==> src/rtl/spinner_multi_if.sv <==
// spinner_multi_if: bundles the dial controls, spinner samples and angle outputs of spinner_multi.
// Latency: none; this is wiring only.
// Backpressure: none; all signals are level/pulse qualified, no handshake.
interface spinner_multi_if #(
   parameter int CH    = 2,
   parameter int OUT_W = 4
);
   logic                  strobe;
   logic [CH-1:0]         plus;
   logic [CH-1:0]         minus;
   logic [CH-1:0]         fast;
   logic [CH-1:0]         clamp;
   logic [9*CH-1:0]       spin_in;
   logic [CH-1:0]         load;
   logic [OUT_W*CH-1:0]   load_val;
   logic [OUT_W*CH-1:0]   spin_out;
   logic [CH-1:0]         step_pulse;

   modport master (
      output strobe, plus, minus, fast, clamp, spin_in, load, load_val,
      input  spin_out, step_pulse
   );

   modport slave (
      input  strobe, plus, minus, fast, clamp, spin_in, load, load_val,
      output spin_out, step_pulse
   );
endinterface

==> src/rtl/spinner_multi.sv <==
// spinner_multi: per-channel dial angle driven by strobe-paced buttons and optional spinner deltas.
// Latency: 1 clk from strobe rising edge / spinner toggle to spin_out and step_pulse.
// Backpressure: none; every event is absorbed in the cycle it is seen.
// Build option: define SPINNER_MULTI_SPIN_EN to include the spinner accumulator path (SPIN_SHIFT >= 1).
module spinner_multi #(
   parameter int CH         = 2,
   parameter int OUT_W      = 4,
   parameter int SLOW_DIV   = 4,
   parameter int SPIN_SHIFT = 2
) (
   input logic             clk,
   input logic             reset,
   spinner_multi_if.slave  bus
);
   localparam int CW = (SLOW_DIV > 1) ? $clog2(SLOW_DIV) : 1;
   localparam int AW = 9 + SPIN_SHIFT;                       // spinner accumulator width
   localparam int SW = AW + 1;                               // combined step width
   localparam int NW = ((OUT_W > SW) ? OUT_W : SW) + 2;      // headroom for over/underflow detect
   localparam logic [CW-1:0] SLOW_LIM = CW'(SLOW_DIV - 1);

   logic                   strobe_d;
   logic                   sev;
   logic [OUT_W-1:0]       angle_q [CH];
   logic [OUT_W-1:0]       angle_n [CH];
   logic [CW-1:0]          cnt_q   [CH];
   logic [CW-1:0]          cnt_n   [CH];
   logic [CH-1:0]          pulse_q;
   logic [CH-1:0]          pulse_n;
   logic [CH-1:0]          spin_ev;
   logic signed [AW-1:0]   sstep   [CH];
   logic signed [SW-1:0]   dstep   [CH];
   logic signed [SW-1:0]   delta   [CH];
   logic signed [NW-1:0]   sum     [CH];

   // One rising-edge detector shared by every channel.
   assign sev = bus.strobe & ~strobe_d;

`ifdef SPINNER_MULTI_SPIN_EN
   logic [CH-1:0]          tog_q;
   logic [SPIN_SHIFT-1:0]  res_q [CH];
   logic [SPIN_SHIFT-1:0]  res_n [CH];
   logic signed [AW-1:0]   acc   [CH];

   // Fold the new delta into the residue, split into whole angle steps plus a non-negative remainder.
   always_comb begin
      for (int c = 0; c < CH; c++) begin
         spin_ev[c] = bus.spin_in[9*c+8] ^ tog_q[c];
         acc[c]     = {{(AW-SPIN_SHIFT){1'b0}}, res_q[c]}
                    + {{(AW-8){bus.spin_in[9*c+7]}}, bus.spin_in[9*c +: 8]};
         sstep[c]   = acc[c] >>> SPIN_SHIFT;
         // acc - (step << SPIN_SHIFT) is exactly the low SPIN_SHIFT bits of acc.
         res_n[c]   = res_q[c];
         if (bus.load[c]) begin
            res_n[c] = '0;
         end else if (spin_ev[c]) begin
            res_n[c] = acc[c][SPIN_SHIFT-1:0];
         end
      end
   end

   // Toggle follows spin_in every cycle; residue moves only on events or load.
   always_ff @(posedge clk or posedge reset) begin
      if (reset) begin
         tog_q <= '0;
         for (int c = 0; c < CH; c++) res_q[c] <= '0;
      end else begin
         for (int c = 0; c < CH; c++) begin
            tog_q[c] <= bus.spin_in[9*c+8];
            res_q[c] <= res_n[c];
         end
      end
   end
`else
   logic unused_spin;

   // Spinner path absent: the port is kept but contributes no steps.
   assign unused_spin = ^bus.spin_in;
   assign spin_ev     = '0;

   // No spinner steps in this build.
   always_comb begin
      for (int c = 0; c < CH; c++) sstep[c] = '0;
   end
`endif

   // Per-channel next angle: paced digital step plus spinner step, then wrap or saturate; load wins.
   always_comb begin
      for (int c = 0; c < CH; c++) begin
         dstep[c] = '0;
         cnt_n[c] = cnt_q[c];
         if (sev) begin
            if (bus.plus[c] ^ bus.minus[c]) begin
               if (cnt_q[c] >= (bus.fast[c] ? CW'(0) : SLOW_LIM)) begin
                  dstep[c] = bus.plus[c] ? SW'(1) : '1;
                  cnt_n[c] = '0;
               end else begin
                  cnt_n[c] = cnt_q[c] + CW'(1);
               end
            end else begin
               cnt_n[c] = '0;
            end
         end

         delta[c] = dstep[c] + (spin_ev[c] ? {sstep[c][AW-1], sstep[c]} : '0);
         sum[c]   = {{(NW-OUT_W){1'b0}}, angle_q[c]} + {{(NW-SW){delta[c][SW-1]}}, delta[c]};

         angle_n[c] = angle_q[c];
         if (bus.load[c]) begin
            angle_n[c] = bus.load_val[c*OUT_W +: OUT_W];
            cnt_n[c]   = '0;
         end else if (sev | spin_ev[c]) begin
            if (!bus.clamp[c]) begin
               angle_n[c] = sum[c][OUT_W-1:0];
            end else if (sum[c][NW-1]) begin
               angle_n[c] = '0;
            end else if (|sum[c][NW-2:OUT_W]) begin
               angle_n[c] = '1;
            end else begin
               angle_n[c] = sum[c][OUT_W-1:0];
            end
         end
         pulse_n[c] = (angle_n[c] != angle_q[c]);
      end
   end

   // Register strobe history, angles, dividers and the change pulse.
   always_ff @(posedge clk or posedge reset) begin
      if (reset) begin
         strobe_d <= 1'b0;
         pulse_q  <= '0;
         for (int c = 0; c < CH; c++) begin
            angle_q[c] <= '0;
            cnt_q[c]   <= '0;
         end
      end else begin
         strobe_d <= bus.strobe;
         pulse_q  <= pulse_n;
         for (int c = 0; c < CH; c++) begin
            angle_q[c] <= angle_n[c];
            cnt_q[c]   <= cnt_n[c];
         end
      end
   end

   // Flatten the registered angles onto the output bus.
   always_comb begin
      bus.spin_out = '0;
      for (int c = 0; c < CH; c++) bus.spin_out[c*OUT_W +: OUT_W] = angle_q[c];
   end

   assign bus.step_pulse = pulse_q;
endmodule

==> src/flat_wrapper.sv <==
// flat-port wrapper written by rule: the top's interface ports become plain ports
module spinner_multi_flat 
#(
   parameter int CH         = 2,
   parameter int OUT_W      = 4,
   parameter int SLOW_DIV   = 4,
   parameter int SPIN_SHIFT = 2
)
  (clk, reset, bus_strobe, bus_plus, bus_minus, bus_fast, bus_clamp, bus_spin_in, bus_load, bus_load_val, bus_spin_out, bus_step_pulse);
  spinner_multi_if #(.CH(CH), .OUT_W(OUT_W)) bus_i ();
  input logic clk;
  input logic reset;
  input wire logic [$bits(bus_i.strobe)-1:0] bus_strobe;
  input wire logic [$bits(bus_i.plus)-1:0] bus_plus;
  input wire logic [$bits(bus_i.minus)-1:0] bus_minus;
  input wire logic [$bits(bus_i.fast)-1:0] bus_fast;
  input wire logic [$bits(bus_i.clamp)-1:0] bus_clamp;
  input wire logic [$bits(bus_i.spin_in)-1:0] bus_spin_in;
  input wire logic [$bits(bus_i.load)-1:0] bus_load;
  input wire logic [$bits(bus_i.load_val)-1:0] bus_load_val;
  output wire logic [$bits(bus_i.spin_out)-1:0] bus_spin_out;
  output wire logic [$bits(bus_i.step_pulse)-1:0] bus_step_pulse;
  assign bus_i.strobe = bus_strobe;
  assign bus_i.plus = bus_plus;
  assign bus_i.minus = bus_minus;
  assign bus_i.fast = bus_fast;
  assign bus_i.clamp = bus_clamp;
  assign bus_i.spin_in = bus_spin_in;
  assign bus_i.load = bus_load;
  assign bus_i.load_val = bus_load_val;
  assign bus_spin_out = bus_i.spin_out;
  assign bus_step_pulse = bus_i.step_pulse;
  spinner_multi #(.CH(CH), .OUT_W(OUT_W), .SLOW_DIV(SLOW_DIV), .SPIN_SHIFT(SPIN_SHIFT)) u_core (.clk(clk), .reset(reset), .bus(bus_i));
endmodule
==> config.mk <==
export PLATFORM = sky130hd
export DESIGN_NAME = spinner_multi_flat
export DESIGN_NICKNAME = d
export VERILOG_FILES = /design/src/rtl/spinner_multi_if.sv /design/src/rtl/spinner_multi.sv /design/src/flat_wrapper.sv
export SDC_FILE = /design/constraint.sdc
export NUM_CORES = 1
export LEC_CHECK = 0
export ABC_AREA = 1
export ABC_CLOCK_PERIOD_IN_PS = 5300
export BUFFER_PORTS_ARGS = -buffer_cell sky130_fd_sc_hd__buf_2
export CORE_MARGIN = 3
export CORE_UTILIZATION = 55
export CTS_CLUSTER_DIAMETER = 200
export DETAILED_ROUTE_END_ITERATION = 6
export PLACE_DENSITY = 0.95
export SYNTH_ARGS = -nofsm -noshare
export SYNTH_HDL_FRONTEND = slang
export SYNTH_SLANG_ARGS = --single-unit
==> constraint.sdc <==
create_clock -name clk -period 5.3 [get_ports clk]
set_input_delay 0.53 -clock clk [delete_from_list [all_inputs] [get_ports clk]]
set_output_delay 0.53 -clock clk [all_outputs]
set_load 0.05 [all_outputs]
==> flow_metrics.py <==
metrics = {
    "global_route": {
        "grt_pass1_wl_mm": 5.23,
        "grt_usage_pct": 19.4,
        "antenna_found_initial": 0,
        "grt_pass1_vias": 1300,
        "grt.overflow.total": 0,
        "grt_max_degree": 16,
    },
    "clock_network": {
        "cts_resized": 0,
        "clk_latency_ns": 0.29,
        "path_clk_slew_ns": 0.09,
        "cts_root_buf": "clkbuf_4",
        "htreeDepth": 1,
        "cts_tree": "done",
        "post_cts_buffers": 0,
        "clockBufferDepth": 2,
        "clock-sinks": 15,
        "cts_hold_buf": 0,
        "cts_buffers": 3,
    },
    "timing": {
        "worst_slew_pin_slew_ns": 0.558,
        "hold_ws_ns": 0.268,
        "rsz0062_at_grt": "no",
        "fmax_mhz": 314,
        "setup_tns_ns": 0,
        "slew_headroom_pct": 62.7,
        "finalHoldViolCount": 0,
        "period_share_pct": 60.1,
        "setup_viol": 0,
        "worst_slack_ns": 2.11,
        "drv_slew": 0,
        "fin_crit_ns": 3.19,
        "clock_skew_ns": 0.00666,
    },
    "layout": {
        "drive_gt1_share_pct": 16.2,
        "fillCellCount": 223,
        "diodes": 0,
        "fin_area_um2": 1720,
        "fin_nets": 322,
        "final-instance-count-excl-fill": 290,
        "regArea_um2": 375,
        "syn_to_final_growth_pct": 13.1,
        "multiInputGateArea_um2": 961,
    },
    "worst_setup_path": {
        "cp-end-kind": "flop",
        "required_ns": 5.49,
        "critPathMaxStageDelay_ns": 0.41,
        "cp_common_cell": "nand2_1",
        "r2r_cells": 22,
        "crit_slowest_cell": "dfrtp_1",
        "crit_buf_inv": 2,
        "critPathLaunchType": "flop",
        "arrival_ns": 3.37,
        "crit_type": "reg -> reg",
        "cp.depth": 22,
        "path_cells": "inv_1 -> ha_1 -> nand2_1 -> nand3_1 -> nand4_1 -> clkinv_1 -> ha_1 -> nand2_1 -> a21oi_1 -> nor2_1 -> ha_1 -> nand2_1 -> a21oi_1 -> nand2_1 -> nand2_2 -> nand2_1 -> nand2_1 -> nand3_2 -> nand2_1 -> nand2_1 -> nor2_1 -> nand2_1",
        "cp_max_fo": 9,
        "crit_family": "simple AND/OR/NAND/NOR gates",
    },
    "die": {
        "fp-row-count": 18,
        "die_area_um2": 3430,
        "io_pins": 49,
        "core-area_um2": 2540,
        "dieHeight_um": 58.6,
        "die_w_um": 58.6,
        "start_util_pct": 59.7,
    },
    "routing": {
        "vias": 1447,
        "drt_iter0_markers": 46,
        "drtPass1Iterations": 4,
        "drc": 0,
        "wl_per_cell_um": 10.4,
        "vias_per_cell": 4.99,
        "antenna_left": 0,
        "drt_wl_total_mm": 3.00,
    },
    "placement": {
        "place.gp.congestion": 0.822,
        "dp_cells": 286,
        "pre_cts_ws_ns": 1.86,
        "numPortBuffers": 30,
        "place_hpwl_mm": 2.51,
        "placed_area_um2": 1690,
    },
    "power_and_ir_drop": {
        "ir_drop_mv": 0.171,
        "internal-power_mw": 0.230,
        "power_density_nw_per_um2": 241,
        "combPwrFrac_pct": 46.6,
        "swShare_pct": 44.6,
        "power_switching_mw": 0.185,
        "p_leak_nw": 1.02,
        "p_seq_share_pct": 36.9,
        "clockPowerShare_pct": 16.5,
    },
    "flow_run": {
        "max_cap_violations": 0,
    },
    "yosys": {
        "synth_cells": 228,
        "synthTopCellsByCount": "nand2_1 (74), inv_1 (41), ha_1 (20)",
        "async_flop_share_pct": 100,
        "synthTopCellsByArea": "dfrtp_1 (25%), nand2_1 (18%), ha_1 (16%)",
        "syn_avg_cell_area_um2": 6.67,
        "synth_seq_cells": 15,
        "yosys_warnings": 0,
        "yosysMostFrequentCell": "nand2_1",
        "synth_edf_count": 0,
        "synth_largest_area_cell": "dfrtp_1",
        "syn_area_um2": 1520,
        "ys.flop_type": "dfrtp_1",
        "ys_types": 27,
        "ys_seq_area_share_pct": 24.7,
        "syn-num-nets": 289,
        "yosysTopAreaCellShare_pct": 24.7,
    },
    "run_status": {
        "status": "complete, no violations",
    },
    "hold_path": {
        "hold_class": "in -> async",
    },
}
-- metal layers --
layer | wire, um | up-vias | track usage, %
met5 | 0 | - | 0
met4 | 27 | 0 | 4.85
met3 | 138 | 3 | 3.29
met2 | 1450 | 30 | 34.1
met1 | 1390 | 641 | 24.7
li1 | - | 773 | -
-- path summary, 6_finish.rpt --
check | slack [ns] | end | from
hold reg to reg | 0.52 | u_core.cnt_q[0] | u_core.cnt_q[0]
max in group asynchronous | 4.66 | u_core.bus.step_pulse[1] | reset
hold / removal | 0.27 | u_core.cnt_q[1] | reset
min in group clk | 0.35 | u_core.strobe_d | bus_strobe
setup / recovery | 2.11 | u_core.bus.step_pulse[1] | u_core.cnt_q[0]
setup reg to reg | 2.11 | u_core.bus.step_pulse[1] | u_core.cnt_q[0]
-- logic make-up after synthesis --
logic type	Yosys count	share of synthesized area, %
DFF	15	24.7
buffers and inverters	47	12.1
AOI/OAI and AO/OA	18	6.42
and+or+nand+nor	121	34.8
xor gates and xnor gates	5	2.88
adders and majority gates	22	19.1
-- state kept, by name, indices dropped and copies added, names as in the netlist --
register               cells
u_core.bus.spin_out        8
u_core.cnt_q               4
u_core.bus.step_pulse      2
u_core.strobe_d            1
-- worst register-to-register path: stages, from the launching register on --
cell and delay (ns):
dfrtp_1 0.41, inv_1 0.06, ha_1 0.26, nand2_1 0.06, nand3_1 0.12, nand4_1 0.13
clkinv_1 0.27, ha_1 0.40, nand2_1 0.05, a21oi_1 0.17, nor2_1 0.06, ha_1 0.27
nand2_1 0.05, a21oi_1 0.10, nand2_1 0.07, nand2_2 0.09, nand2_1 0.05, nand2_1 0.09
nand3_2 0.08, nand2_1 0.06, nand2_1 0.05, nor2_1 0.09, nand2_1 0.06
-- layout make-up --
| class | instances | share of cell area (%) |
|---|---|---|
| repair buffers | 30 | 8.73 |
| clock buffers | 4 | 1.53 |
| multi-input cells | 166 | 55.9 |
| flip-flops and latches | 15 | 21.8 |
| inverters | 45 | 9.83 |
| well taps | 30 | 2.18 |
-- stage by stage --
stage	power [mW]	utilization, %
floorplan	0.304	-
global placement	0.341	66.5
detailed placement	0.349	66.5
CTS	0.416	67.6
global route	0.453	67.6
finish	0.414	67.6
-- power by group through the flow --
stage               clock, mW  combinational [mW]  sequential [mW]
global placement            0               0.187            0.154
CTS                    0.0693               0.195            0.152
finish                 0.0682               0.193            0.153
global route           0.0757               0.222            0.156
detailed placement          0               0.194            0.155
floorplan                   0               0.120            0.184
-- cells in the final DEF (no fill, tap or decap) --
cell type	count
nand4_1	5
nor3_1	1
nand2_2	2
ha_1	20
clkbuf_4	3
a21oi_1	13
a31oi_1	1
clkbuf_1	1
nand3_1	17
nor2_4	1
or2_2	1
a21oi_2	1
xnor2_1	3
or2_0	1
dfrtp_1	15
xor2_1	2
fa_1	2
nand2_1	74
or2_1	1
buf_2	30
inv_2	2
nor2_1	14
nand3b_1	2
nand3_2	2
inv_1	41
o21ai_0	2
o211ai_1	1
clkinv_1	2
Note: power is estimated with default switching activity, not from simulation.
